### config.mk
export PLATFORM = sky130hd
export DESIGN_NAME = noise_gen_stream
export DESIGN_NICKNAME = d
export VERILOG_FILES = /design/src/rtl/noise_gen_stream.sv
export SDC_FILE = /design/constraint.sdc
export NUM_CORES = 1
export LEC_CHECK = 0
export ABC_AREA = 1
export BUFFER_PORTS_ARGS = -buffer_cell sky130_fd_sc_hd__buf_2
export CORE_MARGIN = 2
export CORE_UTILIZATION = 30
export DETAILED_ROUTE_END_ITERATION = 6
export PLACE_DENSITY = 0.47
export SETUP_SLACK_MARGIN = 0.05
export SLEW_MARGIN = 20
export SYNTH_ARGS = -nofsm -noshare
export SYNTH_HDL_FRONTEND = slang
export SYNTH_SLANG_ARGS = --single-unit
### constraint.sdc
create_clock -name clk -period 7.93 [get_ports clk]
set_clock_uncertainty 0.1 [all_clocks]
set_input_delay 1.586 -clock clk [delete_from_list [all_inputs] [get_ports clk]]
set_output_delay 1.586 -clock clk [all_outputs]
set_load 0.01 [all_outputs]
### src/rtl/noise_gen_stream.sv
// noise_gen_stream: CH independent 32-bit Galois LFSR noise channels with
// uniform / triangular / CLT-gaussian shaping, delivered on a valid/ready
// stream with run-time per-channel seed loading.
// Optional feature macro: NOISE_STATS_EN (adds stat_clr / sample_cnt).
module noise_gen_stream #(
    parameter int unsigned W       = 8,
    parameter int unsigned CH      = 4,
    parameter int unsigned SUM_N   = 4,
    parameter logic [31:0] TAPMASK = 32'hA3000000,
    parameter logic [31:0] SEED    = 32'h1F2E3D4C
) (
    input  logic            clk,
    input  logic            n_reset,
    input  logic            enable,
    input  logic [1:0]      mode,
    input  logic            seed_load,
    input  logic [2:0]      seed_ch,
    input  logic [31:0]     seed_data,
    output logic            out_valid,
    input  logic            out_ready,
    output logic [CH*W-1:0] out_data,
    output logic            busy
`ifdef NOISE_STATS_EN
    ,
    input  logic            stat_clr,
    output logic [15:0]     sample_cnt
`endif
);

    localparam int unsigned AW    = W + 4;
    localparam int unsigned LOG_N = $clog2(SUM_N);

    typedef enum logic [1:0] {
        IDLE    = 2'd0,
        ACCUM   = 2'd1,
        PRESENT = 2'd2
    } state_t;

    // One Galois right-shift step of the LFSR.
    function automatic logic [31:0] lfsrStep(input logic [31:0] s);
        return {1'b0, s[31:1]} ^ (s[0] ? TAPMASK : 32'h0);
    endfunction

    // W unrolled steps: one fresh sample worth of state.
    function automatic logic [31:0] lfsrAdvance(input logic [31:0] s);
        logic [31:0] t;
        t = s;
        for (int i = 0; i < int'(W); i++) begin
            t = lfsrStep(t);
        end
        return t;
    endfunction

    // Per-channel reset seed; golden-ratio multiples decorrelate channels.
    function automatic logic [31:0] resetSeed(input int c);
        return SEED ^ (32'h9E3779B9 * 32'(c + 1));
    endfunction

    state_t               state_q, state_d;
    logic [1:0]           mode_q, mode_d;
    logic [4:0]           cnt_q, cnt_d;
    logic [31:0]          lfsr_q [CH];
    logic [31:0]          lfsr_d [CH];
    logic signed [AW-1:0] acc_q [CH];
    logic signed [AW-1:0] acc_d [CH];
    logic [CH*W-1:0]      outData_q, outData_d;
    logic                 outValid_q, outValid_d;

    logic [31:0]          advanced  [CH];
    logic signed [AW-1:0] sampleExt [CH];
    logic signed [AW-1:0] accSum    [CH];
    logic [4:0]           kCur;
    logic [2:0]           shiftCur;
    logic                 handshake;
    logic                 accumStep;
    logic                 loadHit;
    logic                 restart;

    // Samples per output and the matching mean shift, from the latched mode.
    always_comb begin
        kCur     = 5'd1;
        shiftCur = 3'd0;
        case (mode_q)
            2'd1: begin
                kCur     = 5'd2;
                shiftCur = 3'd1;
            end
            2'd2: begin
                kCur     = 5'(SUM_N);
                shiftCur = 3'(LOG_N);
            end
            default: begin
                kCur     = 5'd1;
                shiftCur = 3'd0;
            end
        endcase
    end

    // Advanced LFSR state, sign-extended sample and running sum per channel.
    always_comb begin
        for (int c = 0; c < int'(CH); c++) begin
            advanced[c]  = lfsrAdvance(lfsr_q[c]);
            sampleExt[c] = {{4{advanced[c][31]}}, advanced[c][31:32-W]};
            accSum[c]    = acc_q[c] + sampleExt[c];
        end
    end

    assign handshake = (state_q == PRESENT) && out_ready;
    assign accumStep = ((state_q == ACCUM) && (cnt_q < kCur)) || (handshake && enable);
    assign loadHit   = seed_load && (32'(seed_ch) < CH);
    assign restart   = loadHit && ((state_q == ACCUM) || (handshake && enable));

    // Next-state logic: IDLE -> ACCUM (K sums, then register mean) -> PRESENT.
    // A handshake that continues straight into ACCUM takes the first sample
    // in the same cycle, so back-to-back output sets come every K+1 cycles.
    always_comb begin
        state_d    = state_q;
        mode_d     = mode_q;
        cnt_d      = cnt_q;
        acc_d      = acc_q;
        lfsr_d     = lfsr_q;
        outData_d  = outData_q;
        outValid_d = outValid_q;

        unique case (state_q)
            IDLE: begin
                if (enable) begin
                    mode_d = mode;
                    cnt_d  = 5'd0;
                    for (int c = 0; c < int'(CH); c++) begin
                        acc_d[c] = '0;
                    end
                    state_d = ACCUM;
                end
            end
            ACCUM: begin
                if (cnt_q < kCur) begin
                    for (int c = 0; c < int'(CH); c++) begin
                        acc_d[c] = accSum[c];
                    end
                    cnt_d = cnt_q + 5'd1;
                end else begin
                    for (int c = 0; c < int'(CH); c++) begin
                        outData_d[c*W +: W] = W'(acc_q[c] >>> shiftCur);
                    end
                    outValid_d = 1'b1;
                    state_d    = PRESENT;
                end
            end
            PRESENT: begin
                if (out_ready) begin
                    outValid_d = 1'b0;
                    if (enable) begin
                        mode_d = mode;
                        for (int c = 0; c < int'(CH); c++) begin
                            acc_d[c] = sampleExt[c];
                        end
                        cnt_d   = 5'd1;
                        state_d = ACCUM;
                    end else begin
                        state_d = IDLE;
                    end
                end
            end
            default: begin
                state_d = IDLE;
            end
        endcase

        if (accumStep) begin
            for (int c = 0; c < int'(CH); c++) begin
                lfsr_d[c] = advanced[c];
            end
        end

        if (loadHit) begin
            for (int c = 0; c < int'(CH); c++) begin
                if (seed_ch == 3'(c)) begin
                    lfsr_d[c] = (seed_data == 32'h0) ? resetSeed(c) : seed_data;
                end
            end
        end

        if (restart) begin
            for (int c = 0; c < int'(CH); c++) begin
                acc_d[c] = '0;
            end
            cnt_d      = 5'd0;
            state_d    = ACCUM;
            outData_d  = outData_q;
            outValid_d = 1'b0;
        end
    end

    // State, datapath and output registers with asynchronous clear.
    always_ff @(posedge clk or negedge n_reset) begin
        if (!n_reset) begin
            state_q    <= IDLE;
            mode_q     <= 2'd0;
            cnt_q      <= 5'd0;
            outData_q  <= '0;
            outValid_q <= 1'b0;
            for (int c = 0; c < int'(CH); c++) begin
                lfsr_q[c] <= resetSeed(c);
                acc_q[c]  <= '0;
            end
        end else begin
            state_q    <= state_d;
            mode_q     <= mode_d;
            cnt_q      <= cnt_d;
            outData_q  <= outData_d;
            outValid_q <= outValid_d;
            for (int c = 0; c < int'(CH); c++) begin
                lfsr_q[c] <= lfsr_d[c];
                acc_q[c]  <= acc_d[c];
            end
        end
    end

    assign out_valid = outValid_q;
    assign out_data  = outData_q;
    assign busy      = (state_q != IDLE);

`ifdef NOISE_STATS_EN
    logic [15:0] sampleCnt_q, sampleCnt_d;

    // Saturating handshake counter; clear beats increment.
    always_comb begin
        sampleCnt_d = sampleCnt_q;
        if (stat_clr) begin
            sampleCnt_d = 16'h0;
        end else if (handshake && (sampleCnt_q != 16'hFFFF)) begin
            sampleCnt_d = sampleCnt_q + 16'h1;
        end
    end

    // Counter register.
    always_ff @(posedge clk or negedge n_reset) begin
        if (!n_reset) begin
            sampleCnt_q <= 16'h0;
        end else begin
            sampleCnt_q <= sampleCnt_d;
        end
    end

    assign sample_cnt = sampleCnt_q;
`endif

endmodule

==> impl_metrics.yaml, run 1 <==
run_status:
  status: "finished clean"
timing:
  setup_slack_ns: 4.14
  min_period_over_period_pct: 47.8
  finalSetupViolCount: 0
  timing.fmax_mhz: 264
  finalHoldViolations: 0
  rsz0062_at_grt: "false"
  relSlewSlack_pct: 28.0
  finalMaxSlewViolations: 0
  worstMarginPinSlew_ns: 1.07
  period_minus_slack_ns: 3.79
  tns_ns: 0
synth:
  ys_types: 35
  synth_nets: 2234
  syn_area_per_cell_um2: 6.88
  dominantRegCellSynth: "dfrtp_1"
  synth_edf_count: 0
  yosysWarnings: 0
  ys_seq_area_share_pct: 36.9
  netlist_area_um2: 14700
  syn_inst: 2138
  synth-seq-cells: 214
  async_flop_share_pct: 100
worst_hold_path:
  hold_class: "flip-flop to flip-flop"
  min-delay-start: "out_data[22]"
grt:
  met2_usage_pct: 27.0
  grt_max_degree: 141
  grt-ovfl-total: 0
  grtUsageTotal_pct: 17.8
  grtUsageMet3_pct: 2.06
  grt_pass1_wl_um: 71900
  use_met1_pct: 26.7
  busiest_layer: "met2"
  grt_pass1_vias: 12700
  antenna_found_initial: 0
clocking:
  cts_buffers: 27
  cts_setup_buffers: 0
  clk_pin_slew_ns: 0.06
  clockBufferDepth: 3
  clock_sinks: 214
  clk_latency_ns: 0.57
  root_buffer: "clkbuf_16"
  cts_tree: "done"
  htree_num_levels: 1
  cts.repair.resized: 0
  hold_buffers: 0
layout:
  fillers: 5365
  area_delta_synth_final_pct: 11.1
  final_nets: 2240
  final_cell_mix: "839 x nand2_1, 233 x inv_1, 188 x o21ai_0"
  n_antenna_cell: 0
  stdcell_area_um2: 16300
  utilization_pct: 33.6
  drive_above_1_share_pct: 11.0
  layout_commonest_cell: "nand2_1"
detailed_routing:
  route.vias.total: 13100
  drt_iter0_drc: 906
  vias_per_cell: 4.69
  drtPass1Iterations: 5
  wire_per_inst_um: 16.0
  antenna_left: 0
  wl_um: 44700
  drc: 0
die:
  pin_count: 76
  num_rows: 81
  start_util_pct: 30.2
  die_w_um: 225
  core_area_um2: 48600
  die_h_um: 225
  dieArea_um2: 50800
placed_design:
  place_ws_ns: 3.52
  io_buffers: 75
  dpl_cell_area_um2: 15400
  place_congestion: 0.851
  dp_hpwl_um: 31900
critical_path:
  r2r_start: "mode_q[1]"
  slowest_stage: "nand2_2"
  cp_cell_sequence: "buf_2 -> inv_1 -> nor2_1 -> nor2_2 -> nand2_2 -> nand2_2 -> nor2_4 -> inv_2 -> nand2_1 -> o21ai_0"
  crit_path_end_kind: "flip-flop"
  critPathLaunch: "seed_load"
  cp.arrival_ns: 4.12
  critPathRequiredTime_ns: 8.26
  worst_setup_path_start_kind: "primary input"
  r2r_setup_slack_ns: 4.14
  critPathMaxStageDelay_ns: 0.64
  cpMostUsedCell: "nand2_2"
  critPathMaxFanout: 50
  crit_type: "primary input to flip-flop"
flow_run:
  drv_cap: 0
power_and_ir_drop:
  power_frac_comb_pct: 55.4
  ir_worst_vdd_uv: 229
  power_frac_clock_pct: 16.4
  switchingPower_mw: 3.69
  p_int_mw: 3.96
  p_sw_share_pct: 48.2
  totalPowerFinal_mw: 7.65
  power_density_nw_per_um2: 468
  power_frac_seq_pct: 28.2
  p_leak_nw: 8.60
-- state kept, by name (all words and copies together), names as in the netlist --
name and count:
cnt_q 5, state_q 2, out_valid 1, lfsr_q 128, mode_q 2, acc_q 44
out_data 32
-- kinds of logic (layout without fill, tap and decap cells) --
group	after synthesis	count (layout)	synth area share, %
AND/OR/NAND/NOR	1122	1122	30.7
buffers and inverters	352	378	10.1
XOR/XNOR	97	97	5.78
flip-flops	214	214	36.9
adder cells (fa/ha/maj)	54	54	4.80
multiplexers	8	8	0.545
AO/OA/AOI/OAI	291	291	11.1
-- critical path, delay by kind of cell --
family,cells,cell delay (ns)
AOI/OAI and AO/OA,1,0.09
and+or+nand+nor,6,1.94
buffers and inverters,3,0.49
-- cells in the mapped netlist, types with 8 or more instances --
cell / number / area [um^2]
o22ai_1: 19 / 119
nand2_1: 840 / 3150
ha_1: 50 / 626
mux2i_1: 8 / 80.1
buf_6: 14 / 158
nand3b_1: 8 / 60.1
o21ai_0: 188 / 941
dfstp_2: 60 / 1580
buf_2: 24 / 120
clkbuf_1: 61 / 229
inv_1: 234 / 878
or2_2: 9 / 56.3
nor2_1: 120 / 450
o21ai_1: 15 / 75.1
o211ai_1: 8 / 60.1
a21oi_1: 40 / 200
dfrtp_1: 154 / 3850
nand3_1: 116 / 581
xnor2_1: 66 / 578
o211ai_2: 17 / 213
xor2_1: 31 / 272
nand4_1: 15 / 93.8
-- metal layers --
layer / up-vias / share of wire [%]
li1: 6698 / -
met1: 6042 / 52
met2: 276 / 42
met3: 58 / 4.0
met4: 0 / 2.5
met5: - / 0
-- power groups by stage --
stage / clock network [mW] / logic (mW) / registers [mW]
final: 1.26 / 4.24 / 2.15
after global routing: 1.34 / 4.90 / 2.22
after CTS: 1.29 / 4.27 / 2.16
after detailed placement: 0 / 4.24 / 2.17
after global placement: 0 / 4.20 / 2.16
after floorplan: 0 / 3.49 / 1.94
-- final timing paths --
path	end	cells past startpoint
max reg2reg	lfsr_q[61]	13
max	acc_q[24]	10
min reg2reg	out_data[22]	2
min	out_data[22]	2
max in group asynchronous	acc_q[15]	2
min in group asynchronous	state_q[1]	1
-- area by class of cell --
cell class / instances / area (um^2) / share of cell area [%]
well taps: 622 / 778 / 4.76
inverters: 238 / 893 / 5.47
clock inverters: 8 / 86.3 / 0.528
multi-input cells: 1572 / 7810 / 47.8
clock buffers: 41 / 818 / 5.01
flip-flops and latches: 214 / 5430 / 33.2
repair buffers: 91 / 518 / 3.17
-- metrics by stage --
step / cells / hold slack, ns
floorplan: 2138 / 0.376
detailed placement: 2737 / 0.362
global placement: 2737 / 0.359
global route: 2786 / 0.400
CTS: 2786 / 0.378
finish: 2786 / 0.373
Note: power is estimated with default switching activity, not from simulation.
==> run 2: changes to the inputs <==
- PLACE_DENSITY: 0.47 -> 0.48
- clock period: 7.93 -> 3.35 ns (I/O delays scaled with it)
==> run 2 against run 1 <==
Compared with the run above: flip-flop and latch count unchanged; sequential share of layout area down 0.56 points; final cell count up 0.75%; combinational power up 150%; routed wire length up 1.5%; count of clock-buffer cells in the layout increased by 2; clock power is 140% higher.
==> impl_metrics.yaml, run 2 (synthesis gave the netlist of run 1 again) <==
run_status:
  status: "finished clean"
timing:
  tns_ns: 0
  worstMarginPinSlew_ns: 0.915
  min_period_over_period_pct: 85.6
  timing.hold.ws_ns: 0.240
  finalMaxSlewViolations: 0
  timing.fmax_mhz: 349
  rsz0062_at_grt: "false"
  setup_slack_ns: 0.481
  finalSetupViolCount: 0
  finalHoldViolations: 0
  relSlewSlack_pct: 38.9
  period_minus_slack_ns: 2.87
layout:
  layout.cells.non_filler: 2807
  fillers: 5325
  largest_reg_flops: 128
  regMostFlops: "lfsr_q"
  final-seq-area_um2: 5430
  drive_above_1_share_pct: 11.9
  layout_commonest_cell: "nand2_1"
  utilization_pct: 34.2
  final_nets: 2260
  area_delta_synth_final_pct: 13.0
  final_cell_mix: "839 x nand2_1, 234 x inv_1, 188 x o21ai_0"
  n_antenna_cell: 0
  multi_input_area_um2: 7810
  stdcell_area_um2: 16600
grt:
  grt_pass1_vias: 13000
  grt_max_degree: 71
  grt-ovfl-total: 0
  antenna_found_initial: 0
  grtUsageTotal_pct: 18.3
  grt_pass1_wl_um: 73700
flow_run:
  drv_cap: 0
placed_design:
  dpl_cell_area_um2: 15700
  place_congestion: 0.853
  place_ws_ns: 0.557
  place_inst: 2756
  dp_hpwl_um: 33200
  io_buffers: 75
clocking:
  cts_setup_buffers: 0
  cts_tree: "done"
  clk_pin_slew_ns: 0.06
  clk_latency_ns: 0.58
  clockBufferDepth: 3
  root_buffer: "clkbuf_16"
  clock_sinks: 214
  htree_num_levels: 1
  cts_buffers: 27
die:
  dieArea_um2: 50800
  core_area_um2: 48600
  num_rows: 81
  pin_count: 76
  die_h_um: 225
  die_w_um: 225
  start_util_pct: 30.2
detailed_routing:
  drtPass1Iterations: 5
  wl_um: 45300
  route.vias.total: 13000
  wire_per_inst_um: 16.1
  antenna_left: 0
  vias_per_cell: 4.65
  drt_iter0_drc: 959
  drc: 0
critical_path:
  cp_cell_sequence: "xor2_1 -> xnor2_1 -> ha_1 -> inv_1 -> fa_1 -> inv_1 -> nand3_1 -> nand3_1 -> nand2_1 -> nand2_1 -> nand2_1 -> nand3_1 -> nand2_1 -> nand2_1 -> nand2_1"
  critPathRequiredTime_ns: 3.69
  critPathMaxFanout: 8
  slowest_stage: "dfstp_2"
  path_delay_family: "simple AND/OR/NAND/NOR gates"
  crit_path_end_kind: "flip-flop"
  worst_setup_path_start_kind: "flip-flop"
  critical_path_buf_inv_count: 2
  cp.arrival_ns: 3.21
  critPathMaxStageDelay_ns: 0.66
  cpMostUsedCell: "nand2_1"
  crit_type: "flip-flop to flip-flop"
power_and_ir_drop:
  power_density_nw_per_um2: 1120
  ir_worst_vdd_uv: 477
  p_leak_nw: 8.76
  totalPowerFinal_mw: 18.5
worst_hold_path:
  hold_class: "primary input to flip-flop"
run 2: changes by cell type in the layout (fill, tap and decap cells not counted), sizes merged:
cell	before	now
clkbuf	41	43
clkinv	6	4
inv	238	239
dlygate4sd3	0	1
buf	91	110
run 2: worst register-to-register path, delay by kind of cell, from the launching register on:
kind	cells	cell delay, ns
simple gates	9	0.70
buf+inv	2	0.21
xor+xnor	2	0.41
fa+ha+maj	2	0.67
flops	1	0.66
run 2: final timing paths:
check / from / endpoint / slack, ns / cells after the start
setup reg to reg: lfsr_q[103] / acc_q[44] / 0.48 / 15
min in group asynchronous: n_reset / lfsr_q[1] / 0.55 / 2
hold reg to reg: out_data[13] / out_data[13] / 0.37 / 2
setup / recovery: lfsr_q[103] / acc_q[44] / 0.48 / 15
hold / removal: seed_data[2] / lfsr_q[2] / 0.24 / 3
max in group asynchronous: n_reset / lfsr_q[112] / 1.70 / 3
run 2: where the power goes:
group | leakage, nW | total (mW) | switching (mW) | internal [mW]
clock network | 0.469 | 3.08 | 1.24 | 1.85
logic | 5.70 | 10.4 | 6.57 | 3.85
registers | 2.58 | 5.04 | 1.04 | 4.00
run 2: layout make-up:
type                    instances  share of cell area (%)
multi-input cells            1572                    47.0
flip-flops and latches        214                    32.7
inverters                     238                    5.38
clock buffers                  43                    5.21
well taps                     622                    4.68
repair buffers                111                    4.56
clock inverters                 7                   0.467
run 2: what timing repair did:
action,4_1_cts,5_1_grt
hold buffers,1,0
endpoints found under the hold margin,9,0
resized for setup,0,0
endpoints found under the setup margin,0,0
run 2: routing by layer:
layer	share of wire (%)	up-vias	track usage [%]	routed length, um
met3	4.3	61	2.43	1940
met2	43	240	28.2	19300
met4	2.4	0	4.57	1080
met1	51	6012	26.8	23000
li1	-	6735	-	-
met5	0	-	0	0
